[src/rtl/clock_alarm_unit.sv]
// Alarm stage behind the time counters: alarm-time editing, match detection, ring/snooze/auto-stop and gated buzzer.
// Build option: define ALARM_SNOOZE_EN to include the SNOOZE state and snooze key handling.
module clock_alarm_unit #(
  parameter int unsigned TONE_DIV       = 12500,
  parameter int unsigned BEEP_HALF      = 25000000,
  parameter int unsigned RING_MINUTES   = 1,
  parameter int unsigned SNOOZE_MINUTES = 5
) (
  input  logic       clk,
  input  logic       rst,
  input  logic       minute_tick,
  input  logic [3:0] min_lo,
  input  logic [3:0] min_hi,
  input  logic [3:0] hr_lo,
  input  logic [3:0] hr_hi,
  input  logic       key_set_p,
  input  logic       key_min_p,
  input  logic       key_hr_p,
  input  logic       key_stop_p,
  input  logic       key_snooze_p,
  output logic [3:0] alm_min_lo,
  output logic [3:0] alm_min_hi,
  output logic [3:0] alm_hr_lo,
  output logic [3:0] alm_hr_hi,
  output logic       setting,
  output logic       armed,
  output logic       ringing,
  output logic       buzzer
);

  localparam int unsigned TW = (TONE_DIV > 1) ? $clog2(TONE_DIV) : 1;
  localparam int unsigned EW = (BEEP_HALF > 1) ? $clog2(BEEP_HALF) : 1;
  localparam int unsigned CW = 4;

  typedef enum logic [2:0] {
    DISARMED,
    SET,
    ARMED,
    RINGING
`ifdef ALARM_SNOOZE_EN
    , SNOOZE
`endif
  } state_t;

  state_t        state;
  logic [CW-1:0] ring_cnt;
  logic [TW-1:0] tone_cnt;
  logic [EW-1:0] env_cnt;
  logic          tone;
  logic          env;
  logic          match_c;
  logic          ring_last_c;
  logic [7:0]    min_inc_c;
  logic [7:0]    hr_inc_c;

`ifdef ALARM_SNOOZE_EN
  logic [CW-1:0] snooze_cnt;
`else
  logic          unused_snooze_key;
  assign unused_snooze_key = key_snooze_p;
`endif

  // {setting, armed, ringing} for a given state
  function automatic logic [2:0] flags_of(input state_t s);
    case (s)
      SET:     flags_of = 3'b100;
      ARMED:   flags_of = 3'b010;
      RINGING: flags_of = 3'b011;
`ifdef ALARM_SNOOZE_EN
      SNOOZE:  flags_of = 3'b010;
`endif
      default: flags_of = 3'b000;
    endcase
  endfunction

  // Alarm is always legal BCD, so any non-BCD time digit simply fails the compare
  assign match_c = minute_tick && (min_lo == alm_min_lo) && (min_hi == alm_min_hi) &&
                   (hr_lo == alm_hr_lo) && (hr_hi == alm_hr_hi);
  assign ring_last_c = minute_tick && ((ring_cnt + CW'(1)) == CW'(RING_MINUTES));

  always_comb begin
    min_inc_c = {alm_min_hi, alm_min_lo};
    if (alm_min_lo == 4'd9) begin
      min_inc_c[3:0] = 4'd0;
      min_inc_c[7:4] = (alm_min_hi == 4'd5) ? 4'd0 : alm_min_hi + 4'd1;
    end else begin
      min_inc_c[3:0] = alm_min_lo + 4'd1;
    end
  end

  always_comb begin
    hr_inc_c = {alm_hr_hi, alm_hr_lo};
    if (alm_hr_hi == 4'd2 && alm_hr_lo == 4'd3) begin
      hr_inc_c = 8'h00;
    end else if (alm_hr_lo == 4'd9) begin
      hr_inc_c = {alm_hr_hi + 4'd1, 4'd0};
    end else begin
      hr_inc_c[3:0] = alm_hr_lo + 4'd1;
    end
  end

  always_ff @(posedge clk) begin
    if (!rst) begin
      state                       <= DISARMED;
      {setting, armed, ringing}   <= 3'b000;
      {alm_hr_hi, alm_hr_lo}      <= 8'h00;
      {alm_min_hi, alm_min_lo}    <= 8'h00;
      ring_cnt                    <= '0;
`ifdef ALARM_SNOOZE_EN
      snooze_cnt                  <= '0;
`endif
      tone_cnt                    <= '0;
      env_cnt                     <= '0;
      tone                        <= 1'b0;
      env                         <= 1'b1;
      buzzer                      <= 1'b0;
    end else begin
      buzzer <= 1'b0;

      // Tone and envelope run only while ringing; held at their start values otherwise
      if (state == RINGING) begin
        if (tone_cnt == TW'(TONE_DIV - 1)) begin
          tone_cnt <= '0;
          tone     <= ~tone;
        end else begin
          tone_cnt <= tone_cnt + TW'(1);
        end
        if (env_cnt == EW'(BEEP_HALF - 1)) begin
          env_cnt <= '0;
          env     <= ~env;
        end else begin
          env_cnt <= env_cnt + EW'(1);
        end
      end else begin
        tone_cnt <= '0;
        env_cnt  <= '0;
        tone     <= 1'b0;
        env      <= 1'b1;
      end

      case (state)
        DISARMED: begin
          if (key_set_p) begin
            state <= SET;
            {setting, armed, ringing} <= flags_of(SET);
          end
        end
        SET: begin
          if (key_min_p) {alm_min_hi, alm_min_lo} <= min_inc_c;
          if (key_hr_p)  {alm_hr_hi, alm_hr_lo}   <= hr_inc_c;
          if (key_set_p) begin
            state <= ARMED;
            {setting, armed, ringing} <= flags_of(ARMED);
          end
        end
        ARMED: begin
          if (key_set_p) begin
            state <= SET;
            {setting, armed, ringing} <= flags_of(SET);
          end else if (key_stop_p) begin
            state <= DISARMED;
            {setting, armed, ringing} <= flags_of(DISARMED);
          end else if (match_c) begin
            state    <= RINGING;
            ring_cnt <= '0;
            {setting, armed, ringing} <= flags_of(RINGING);
          end
        end
        RINGING: begin
          if (key_stop_p) begin
            state <= ARMED;
            {setting, armed, ringing} <= flags_of(ARMED);
`ifdef ALARM_SNOOZE_EN
          end else if (key_snooze_p) begin
            state      <= SNOOZE;
            snooze_cnt <= CW'(SNOOZE_MINUTES);
            {setting, armed, ringing} <= flags_of(SNOOZE);
`endif
          end else if (ring_last_c) begin
            state <= ARMED;
            {setting, armed, ringing} <= flags_of(ARMED);
          end else begin
            if (minute_tick) ring_cnt <= ring_cnt + CW'(1);
            buzzer <= tone & env;
          end
        end
`ifdef ALARM_SNOOZE_EN
        SNOOZE: begin
          if (key_stop_p) begin
            state <= ARMED;
            {setting, armed, ringing} <= flags_of(ARMED);
          end else if (minute_tick) begin
            snooze_cnt <= snooze_cnt - CW'(1);
            if (snooze_cnt == CW'(1)) begin
              state    <= RINGING;
              ring_cnt <= '0;
              {setting, armed, ringing} <= flags_of(RINGING);
            end
          end
        end
`endif
        default: begin
          state <= DISARMED;
          {setting, armed, ringing} <= flags_of(DISARMED);
        end
      endcase
    end
  end

endmodule

[config.mk]
export PLATFORM = sky130hd
export DESIGN_NAME = clock_alarm_unit
export DESIGN_NICKNAME = d
export VERILOG_FILES = /design/src/rtl/clock_alarm_unit.sv
export SDC_FILE = /design/constraint.sdc
export NUM_CORES = 1
export LEC_CHECK = 0
export CORE_ASPECT_RATIO = 0.9
export CORE_MARGIN = 1.5
export CORE_UTILIZATION = 30
export CTS_CLUSTER_SIZE = 12
export DETAILED_ROUTE_END_ITERATION = 8
export PLACE_DENSITY = 0.57
export SYNTH_ARGS = -nofsm -noshare
export SYNTH_HDL_FRONTEND = slang
export SYNTH_SLANG_ARGS = --single-unit
[constraint.sdc]
create_clock -name clk -period 1.9 [get_ports clk]
set_clock_uncertainty 0.2 [all_clocks]
set_input_delay 0.475 -clock clk [delete_from_list [all_inputs] [get_ports clk]]
set_output_delay 0.475 -clock clk [all_outputs]
set_load 0.01 [all_outputs]
---- Word-level counts from Yosys, hierarchy flattened ----
Index checks and enable logic that the tools add are counted.
operators by class
  add/subtract/negate cells ............... 7
  equality and inequality tests ........... 26
  mux-type cells .......................... 35
  bitwise operators ....................... 5
  reduce and logical (&&, ||, !) cells .... 21
operator list
  kind                   number
  $mux 4                 10
  $add 25x1->25 const B  1
  $eq 25x25->1 const B   1
  $mux 3                 7
  $add 4x1->4 const B    5
  $eq 4x4->1             4
  $ne 2x2->1 const B     8
  $add 14x1->14 const B  1
  $eq 14x14->1 const B   1
  $mux 1                 12
  $pmux 3 s4             1
  $reduce_and 3->1       3
  $eq 4x2->1 const B     2
  $eq 4x4->1 const B     2
  $mux 8                 1
  $pmux 1 s4             2
  $pmux 4 s2             1
  $reduce_and 7->1       1
  $eq 3x2->1 const B     2
  $logic_and 1x1->1      6
  $reduce_and 2->1       3
  $reduce_or 3->1        2
  $eq 4x1->1 const B     1
  $eq 4x3->1 const B     1
  12 further kinds       16
word-level totals
  flip-flop bits (word level) ............. 68
  output and inout port bits .............. 20
  logic and storage cells ................. 108

---- Logic depth before layout (Yosys ltp) ----
Gate-level depths: netlist of the first run.
  word-level depth ........................ 9
  mapped depth ............................ 9
  mapped depth without buffers ............ 8

---- Worst setup path before layout of the first run ----
OpenSTA, ideal clock, no wires.
  path kind ............................... reg2reg
  start point ............................. reg env_cnt[0]
  end point ............................... reg env_cnt[22]
  library setup time ...................... 0.115 ns
  arrival time ............................ 1.444 ns
  data required time ...................... 1.585 ns
  path slack .............................. 0.141 ns
  cell stages (with the launch flop) ...... 10
  buffers on the path ..................... 2
  clock period less this slack ............ 1.759 ns
  cell sequence ........................... dfxtp_1 > ha_1 > nand2_1 > nor2_2 > nand2_1 > nor2_1 > or2_1 > buf_4 > buf_6 > nor2_1
between the ends
  longest elaborated chain between the ends .. 2
  elaborated cells between the ends (all ways) .. 3
  classes of those cells .................. 1 x add/sub; 1 x eq/ne; 1 x reduce/logical
RTL lines
  what                                                   line  text
  from (decl)                                            48    logic [EW-1:0] env_cnt;
  from (signal assigned)                                 132   env_cnt <= env_cnt + EW'(1);
  branches (longest 2 deep; another with $add 25x1->25)  --
Parallel ways; which one is timed is not known.
A chain may end at the register's enable or synchronous reset.

---- Final worst setup path of the first run ----
  start point ............................. reg buzzer
  end point ............................... out buzzer
RTL lines
  what                    line  text
  from (decl)             28    output logic buzzer
  from (signal assigned)  184   buzzer <= tone & env;
No word-level cell between the ends.

==> run metrics, run 1 <==
max_cap viols 0; GRT Total Usage 13.0%; sequential share of power 41.8%; Post-Syn Area 3280 um2; unrepaired setup endpoints after global routing true; number of global-route vias before repair 2625; Seq/Total Area, Yosys 40.9%; synthesis-to-layout area growth 39.0%; pre-CTS WS -0.514 ns; drc violations 0; Remaining Overflow, GRT 0; worst stage delay on the critical path 0.53 ns; clock root buffer clkbuf_16; Rel. slew slack 66.5%; io pins 44; Die H 102 um; WP depth 1; CP Buf/Inv Count 1; Critical Path RT 1.22 ns; global-route wire length before repair 12.0 mm; PD cells 753 nW/um2; final setup violation count 0; Peak supply drop 0.000480 V; Ant. Diodes 0; later-pin clock latency in the skew report 0.33 ns; Fmax 545 MHz; initial core utilization 30.6%; r2r setup slk 0.09 ns; WS Path Type flip-flop to output pin; Net Sw Frac 20.8%; Max Buffers Root-to-Sink 2; Hold Startpoint env_cnt[0]; area post-placement 4120 um2; Worst EP arrival 1.16 ns; syn_nets 414; LEAKAGE 0.00173 uW; Routability Congestion 0.773; register bit total from synthesis 67; Combinational Power Share 6.1%; synth warn 0; P_sw 716 uW; CTS HTree Levels 3; Core Area 10700 um2; Reg clk slew, reported paths 0.06 ns; cell area after layout 4560 um2; setup slack after layout 0.0645 ns; CP Capture Type output pin; Tmin final 1.84 ns; vias after detailed routing 2762; Inserted Clock Buffers 9; num rows 36; CP startpoint buzzer; 1st-iter DRT viols 121; Port Buffers 42; Syn Inst Count 382; die area 11600 um2; crit-path cells clkdlybuf4s50_1; initial antenna violation count 0; mean post-synth cell area 8.59 um2; DIE WIDTH 113 um; Reg2Reg Launch Point ring_cnt[0]; layout net count 499; CTS tree yes; TritonCTS sink count 67; first drt pass iteration count 4; Wirelength per Cell 11.5 um; status finished, final reports clean; Worst path slowest cell clkdlybuf4s50_1; Critical Path Fanout Max 1; pin count of the biggest net entering global routing 26; Clock power frac 52.1%; Synth cell types 51; vias per std cell 4.57; Total Power 3430 uW; r2r endpoint state[0]; period utilization 96.6%; total routed wirelength 6.95 mm; hold crit path type flip-flop to flip-flop; endpoints failing hold 0; placed wire-length estimate 5.17 mm; Cell Int Power 2720 uW; antenna-violating nets left 0; delay-heaviest family, CP buffers and inverters; Slew Viols, Final 0; worst hold path endpoint env_cnt[0]; Worst-Margin Slew 0.497 ns; layout cells sized above 1 23.1%; hold depth 1; WHS 0.232 ns; nature of the critical path startpoint flip-flop; R2R depth 8
Yosys cell counts, drive strengths merged:
library cell	number	area share (%)
a211oi	2	0.61
a21boi	3	0.69
a21oi	10	1.5
a31o	1	0.27
a31oi	2	0.38
a41o	1	0.31
and2	4	0.80
and3	7	1.6
and3b	1	0.27
buf	6	1.4
clkbuf	4	0.76
dfxtp	67	41
ha	8	3.1
inv	10	1.1
mux2i	1	0.31
nand2	39	4.5
nand2b	3	0.57
nand3	29	5.0
nand3b	1	0.23
nand4	11	2.1
nand4b	1	0.27
nor2	65	7.5
nor2b	7	1.4
nor3	10	1.8
nor3b	1	0.23
nor4	6	1.5
nor4b	1	0.27
nor4bb	1	0.31
o21a	1	0.23
o21ai	10	1.9
o21ba	1	0.31
o221ai	1	0.27
o22ai	1	0.19
o32ai	1	0.27
or2	1	0.19
or3	2	0.38
xnor2	29	7.7
xor2	33	8.8
power groups by stage:
| stage | registers (uW) | logic [uW] | clock network (uW) |
|---|---|---|---|
| after floorplan | 1470 | 89.8 | 0 |
| after global placement | 1470 | 209 | 0 |
| after detailed placement | 1470 | 211 | 0 |
| after CTS | 1440 | 201 | 1840 |
| after global routing | 1440 | 229 | 1930 |
| final | 1440 | 209 | 1790 |
flip-flops by register name, indices dropped and copies added, names as in the netlist, 2 cells and up:
signal      flops
alm_min_lo      4
alm_min_hi      4
env_cnt        25
tone_cnt       14
state           2
ring_cnt        4
alm_hr_hi       4
alm_hr_lo       4
repair_timing:
action                                 CTS  global route
gates cloned                             0             0
setup buffers                            1             0
hold buffers                             0             0
pin swaps                               20            18
endpoints found under the hold margin    0             0
gates resized for setup                 47            33
setup endpoints to repair               25            18
per-stage QoR:
step | utilization (%) | TNS [ns] | instances
global route | 42.5 | -0.0279 | 605
global placement | 38.4 | -4.31 | 588
CTS | 41.4 | 0 | 605
detailed placement | 38.4 | -4.88 | 588
finish | 42.5 | 0 | 605
floorplan | - | 0 | 382
cell type report:
cell class	instances	area, um2
inverters	10	37.5
fillers	1074	6160
clock buffers	10	239
clock inverters	6	87.6
multi-input cells	295	1940
repair buffers	84	724
well taps	133	166
flip-flops and latches	67	1370
layout by cell type (no fill, tap or decap), types with 8 or more instances in the layout:
master	netlist	layout
nor2_1	64	60
nand3_1	27	27
dlygate4sd2_1	0	30
dfxtp_2	0	14
xnor2_1	29	28
xor2_1	33	32
buf_4	2	40
a21oi_1	10	8
dfxtp_1	67	51
inv_1	10	10
o21ai_0	9	8
clkbuf_16	0	9
nand2_1	39	38
nand4_1	11	11
metal layers:
layer	part of all wire (%)	wire (um)	GRT usage, %
met1	50	3470	17.4
met2	46	3200	20.5
met3	2.0	139	2.14
met4	2.1	144	6.06
met5	0	0	0
logic make-up (layout without fill, tap and decap cells):
logic type      Yosys count  in the layout  synth area share [%]
simple gates            190            190                  28.9
xor+xnor                 62             62                  16.6
compound gates           34             34                  6.90
fa+ha+maj                 8              8                  3.05
mux                       1              1                 0.305
flops                    67             67                  40.9
buf+inv                  20            110                  3.36
how the worst max path moves through the flow:
stage                        endpoint  slack [ns]
final                          buzzer        0.06
after global routing          ringing       -0.01
after CTS                       armed     0.00008
after detailed placement      ringing       -0.51
after global placement        ringing       -0.48
after floorplan           env_cnt[22]        0.14
Note: power is estimated with default switching activity, not from simulation.
==> inputs of run 2 (changes only) <==
Settings changed: CORE_ASPECT_RATIO 0.9 to 0.7.
Clock period 1.9 ns to 2.1 ns, I/O delays scaled along.
==> run 2 against run 1 <==
Net effect:
- hold slack improved by 0.016 ns
- sequential power fell by 9.7%
- first-iteration DRC count fell by 4.1%
- non-clock buffer count fell by 7
- sequential cell count did not move
- critical path type unchanged
==> run metrics, run 2 (same netlist as run 1, synthesis figures left out) <==
Fmax 484 MHz; unrepaired setup endpoints after global routing false; final setup violation count 0 (unchanged); hold crit path type flip-flop to flip-flop; Critical Path Fanout Max 4 (+3); post-CTS setup buffer count 0 (-1); Routability Congestion 0.771 (-0.18%); cell area after layout 4440 um2 (-2.7%); setup TNS 0 ns (unchanged); total routed wirelength 7.26 mm (+4.3%); Critical Path RT 1.37 ns (+0.15 ns); Wirelength per Cell 12.2 um (+5.7%); first drt pass iteration count 4 (unchanged); Largest regs env_cnt: 25 flops, tone_cnt: 14 flops; 1st-iter DRT viols 116 (-4.1%); endpoints failing hold 0 (unchanged); PD cells 660 nW/um2 (-12%); GRT Total Usage 13.4% (+0.45 points); TritonCTS sink count 67 (unchanged); area post-placement 4070 um2 (-1.1%); LEAKAGE 0.00171 uW (-1.1%); global-route wire length before repair 12.2 mm (+1.9%); initial core utilization 31.3% (+0.72 points); R2R depth 8 (unchanged); die area 11600 um2 (about the same); CTS tree yes; Ant. Diodes 0 (unchanged); clock root buffer clkbuf_16; commonest non-fill, non-tap cells in the layout nor2_1 (64), dfxtp_1 (57), nand2_1 (39); r2r endpoint ring_cnt[2]; max_cap viols 0 (unchanged); vias after detailed routing 2724 (-1.4%); num rows 31 (-14%); Remaining Overflow, GRT 0 (unchanged); placed wire-length estimate 5.37 mm (+3.8%); pin count of the biggest net entering global routing 26 (unchanged); Inserted Clock Buffers 9 (unchanged); number of flip-flops in the largest register 25 (unchanged); nature of the critical path startpoint flip-flop; Slew Viols, Final 0 (unchanged); number of global-route vias before repair 2612 (-0.50%); period utilization 98.5%; CP startpoint alm_min_lo[0]; Max Buffers Root-to-Sink 2 (unchanged); vias per std cell 4.56 (about the same); Port Buffers 42 (unchanged); Peak supply drop 0.000412 V (-14%); Non-Filler Instances 597 (-1.3%); CP Capture Type output pin; synthesis-to-layout area growth 35.2%; WS Path Type flip-flop to output pin; Largest Register env_cnt; initial antenna violation count 0 (unchanged); antenna-violating nets left 0 (unchanged); Die H 90.5 um (-11%); status finished, final reports clean; CTS HTree Levels 3 (unchanged); Rel. slew slack 65.5% (-1.0 points); Worst EP arrival 1.34 ns (+0.18 ns); Reg2Reg Launch Point ring_cnt[0]; Reg clk slew, reported paths 0.05 ns (about the same); Worst-Margin Slew 0.513 ns (+0.0151 ns); io pins 44 (unchanged); later-pin clock latency in the skew report 0.33 ns (about the same); placed cell count 581 (-1.2%); layout cells sized above 1 17.4% (-5.7 points); DIE WIDTH 128 um (+13%); crit path to alm_min_lo[0]; drc violations 0 (unchanged); Tmin final 2.07 ns; layout net count 492 (-1.4%); commonest non-fill, non-tap cell in the layout nor2_1; Total Power 2930 uW (-15%); Hold Startpoint tone_cnt[0]; r2r setup slk 0.15 ns (+0.06 ns); Core Area 10500 um2 (-2.3%)
==> run 2: cell count changes in the layout (fill, tap and decap cells not counted), moves of 3 or more <==
cell             previous run  this run
clkbuf_8                    1         4
dfxtp_1                    51        57
dfxtp_2                    14        10
dlygate4sd2_1              30         9
nor2_2                      5         1
clkdlybuf4s50_1             6        19
nor2_1                     60        64
buf_4                      40        34
dlymetal6s2s_1              4        14
==> run 2: worst min-delay path by stage <==
| stage | end | slack [ns] | cells after the start |
|---|---|---|---|
| final | tone_cnt[0] | 0.25 | 1 |
| after global routing | tone_cnt[0] | 0.28 | 1 |
| after CTS | tone_cnt[0] | 0.25 | 1 |
| after detailed placement | tone_cnt[0] | 0.24 | 1 |
| after global placement | tone_cnt[0] | 0.23 | 1 |
| after floorplan | tone_cnt[0] | 0.22 | 1 |
==> run 2: through the flow <==
stage	setup WS, ns	hold slack (ns)	util, %
6_report	0.0322	0.248	42.4
5_1_grt	0.00243	0.278	42.4
4_1_cts	0.00882	0.249	41.7
3_5_place_dp	-0.491	0.238	38.9
3_3_place_gp	-0.424	0.229	38.9
2_1_floorplan	0.332	0.218	-
==> run 2: area by class of cell <==
cell class	count	area [um2]
inverters	10	37.5
repair buffers	77	719
clock inverters	1	5.00
fillers	1025	6040
multi-input cells	295	1870
clock buffers	15	288
flip-flops and latches	67	1350
well taps	132	165
==> run 2: critical path, cell delays in order (launching register included) <==
cell             delay [ns]
dfxtp_2                0.36
buf_4                  0.12
clkdlybuf4s50_1        0.53
==> run 2: routing by layer <==
metal  vias up  routed length, um  track usage [%]
met5         -                  0                0
met4         0                125             5.62
met3         9                241             3.85
met2        33               3010             19.0
met1      1239               3880             18.9
li1       1443                  -                -
==> run 2: repair_timing <==
action	4_1_cts	5_1_grt
resized for setup	18	22
setup endpoints to repair	21	9
pin swaps	3	15
hold buffers	0	0
==> run 2: where the power goes <==
| part | internal [uW] | total, uW | switching [uW] |
|---|---|---|---|
| Sequential | 1290 | 1300 | 13.6 |
| Clock | 926 | 1440 | 517 |
| Combinational | 106 | 188 | 82.2 |
==> edit: new RTL, flow settings as in run 1 <==
Change the parameter `BEEP_HALF` from 25000000 to 100000000.
--- a/src/rtl/clock_alarm_unit.sv
+++ b/src/rtl/clock_alarm_unit.sv
@@ -2,7 +2,7 @@
 // Build option: define ALARM_SNOOZE_EN to include the SNOOZE state and snooze key handling.
 module clock_alarm_unit #(
   parameter int unsigned TONE_DIV       = 12500,
-  parameter int unsigned BEEP_HALF      = 25000000,
+  parameter int unsigned BEEP_HALF      = 100000000,
   parameter int unsigned RING_MINUTES   = 1,
   parameter int unsigned SNOOZE_MINUTES = 5
 ) (
Behaviour: no difference found for any inputs over 10 cycles, from zero or initial values and one cycle with rst low; that may be too few to reach the edited logic, so the function may still have changed.
==> edit against run 1 <==
  * Power up 1.3%
  * Wire length rose by 4.4%
  * Cell area rose by 1.6%
  * Largest power group unchanged
  * Sequential cell count is 2 higher
  * Setup slack better by 6.8 ps
  * Non-clock buffer count down 4
  * Register-to-register slack barely moved
  * Synthesized area grew 4.0%
==> edit: results (changes against run 1) <==
| Metric | Value |
|---|---|
| Top layer used by detailed routing | met4 |
| Post-synthesis net count | 422 (+1.9%) |
| Maximum root-to-sink buffer count | 2 (unchanged) |
| Clk Latency, worst-skew pair | 320 ps |
| Number of distinct standard cells referenced by the synthesized netlist | 46 (-9.8%) |
| Delay-heaviest family, CP | buffers and inverters |
| Rel. slew slack | 72.98% (+6.4 points) |
| Routed wire length | 7.261 mm (+4.4%) |
| Htree depth | 3 (unchanged) |
| Length of routed wiring on met1 | 3.715 mm (+7.0%) |
| Reg2Reg Depth | 6 (-2) |
| Worst-case setup slack after placement | -419.9 ps (+94.32 ps) |
| CTS Buf Count | 9 (unchanged) |
| Sequential cell area fraction in the yosys report | 40.47% (-0.42 points) |
| Met3 routed WL | 134 µm (-3.6%) |
| Global placer's final weighted congestion | 0.7516 (-2.7%) |
| Status | finished, final reports clean |
| Slowest stage delay, CP | 530 ps (about the same) |
| Vias in the first global route | 2715 (+3.4%) |
| Router iterations before antenna repair | 4 (unchanged) |
| Fillers | 1085 (+1.0%) |
| Peak supply drop | 526.9 µV (+9.9%) |
| Global router's overall resource usage | 12.71% (-0.24 points) |
| Final antenna diode count | 0 (unchanged) |
| Compound-cell area share of the yosys netlist | 8.431% (+1.5 points) |
| Post-Synth XOR/XNOR Area | 16.42% (-0.13 points) |
| Global-route wire length before repair | 12.43 mm (+3.4%) |
| CTS root buf | sky130_fd_sc_hd__clkbuf_16 |
| Crit-path slowest cell | sky130_fd_sc_hd__clkdlybuf4s50_1 |
| Net count, final | 502 (+0.60%) |
| Share of cells above drive strength 1 | 16.67% (-6.4 points) |
| Multiplexer area fraction after synthesis | 0.2933% (-0.012 points) |
| Total via count after detailed routing | 2874 (+4.1%) |
| Detailed placer's ending HPWL | 5.456 mm (+5.5%) |
| Hold-critical path depth | 1 (unchanged) |
| Routed length on met2 | 3.306 mm (+3.4%) |
| Tightest Hold Check Type | reg -> reg |
| Top post-synthesis cells by area | sky130_fd_sc_hd__dfxtp_1 40%, sky130_fd_sc_hd__xor2_1 9.2%, sky130_fd_sc_hd__xnor2_1 7.2% |
| Post-synthesis async set-or-reset flop share | 0% (unchanged) |
| Largest net degree at the start of global routing | 26 (unchanged) |
| Synth warnings | 0 (unchanged) |
| Number of buffers added on ports | 42 (unchanged) |
| Leakage component of the power | 1.786 nW (+3.5%) |
| Synth Area in Adders | 2.933% (-0.12 points) |
| Largest registers | env_cnt (27), tone_cnt (14) |
| Critical path arrival | 1150 ps |
| Cts-stage hold buffer count | 0 (unchanged) |
| Highest net fanout along the worst path | 1 (unchanged) |
| Most used standard cells in the synthesized netlist | 69 x sky130_fd_sc_hd__dfxtp_1, 56 x sky130_fd_sc_hd__nor2_1, 36 x sky130_fd_sc_hd__xor2_1 |
| Drt initial violations | 156 (+29%) |
| Antenna violations before repair | 0 (unchanged) |
| Clk slew on worst S/H paths | 60 ps (about the same) |
==> edit: cell count changes after synthesis, moves of 4 or more <==
cell                      change
sky130_fd_sc_hd__nand2_1      -9
sky130_fd_sc_hd__nand4_1      +6
sky130_fd_sc_hd__o31ai_1      +5
sky130_fd_sc_hd__or3_1        +4
sky130_fd_sc_hd__nor3_1       -6
sky130_fd_sc_hd__nor2_1       -8
sky130_fd_sc_hd__and3_1       +6
sky130_fd_sc_hd__nand3_1      -5
sky130_fd_sc_hd__and2_1       +4
==> edit: area by class of cell <==
type	instances	area (µm²)	area share [%]
Clock buffer	10	239.0	5.161
Clock inverter	5	83.83	1.810
Inverter	7	26.28	0.5674
Multi-Input combinational cell	303	1976	42.66
Sequential cell	69	1403	30.29
Tap cell	152	190.2	4.107
Timing Repair Buffer	80	713.2	15.40
==> edit: timing repair <==
action                     CTS  global route
pin swaps                    3            14
buffers inserted             0             1
setup endpoints to repair   25            53
gates resized for setup     37            13
==> edit: where the power goes <==
part	leakage (nW)	internal, mW	switching, mW
logic	1.07	0.123	0.0981
registers	0.565	1.46	0.0176
clock network	0.151	1.18	0.598
total	1.79	2.77	0.713
==> edit: cells by family after synthesis <==
logic type      after synthesis
simple gates                187
fa+ha+maj                     8
compound gates               43
buf+inv                      18
xor+xnor                     64
flops                        69
mux                           1
==> edit: metrics by stage <==
stage	cell area (µm²)	TNS (ps)	cells	utilization, %	hold slack, ps
6_report	4631	0	626	42.31	245.4
4_1_cts	4582	0	625	41.86	247.7
3_3_place_gp	4259	-4768	610	38.91	227.3
3_5_place_dp	4259	-4939	610	38.91	240.0
5_1_grt	4631	0	626	42.31	288.9
2_1_floorplan	3413	0	390	-	217.9
==> edit: worst paths after layout <==
path                     from          to  slack [ps]
setup / recovery       buzzer      buzzer          70
hold / removal     env_cnt[0]  env_cnt[0]         250
setup reg to reg  ring_cnt[0]       armed          90
hold reg to reg    env_cnt[0]  env_cnt[0]         250
==> edit: per-layer routing <==
metal | global-route usage, % | vias to the layer above
met3 | 2.972 | 7
met1 | 17.12 | 1334
li1 | - | 1515
met4 | 5.026 | 0
met5 | 0 | -
met2 | 19.48 | 18
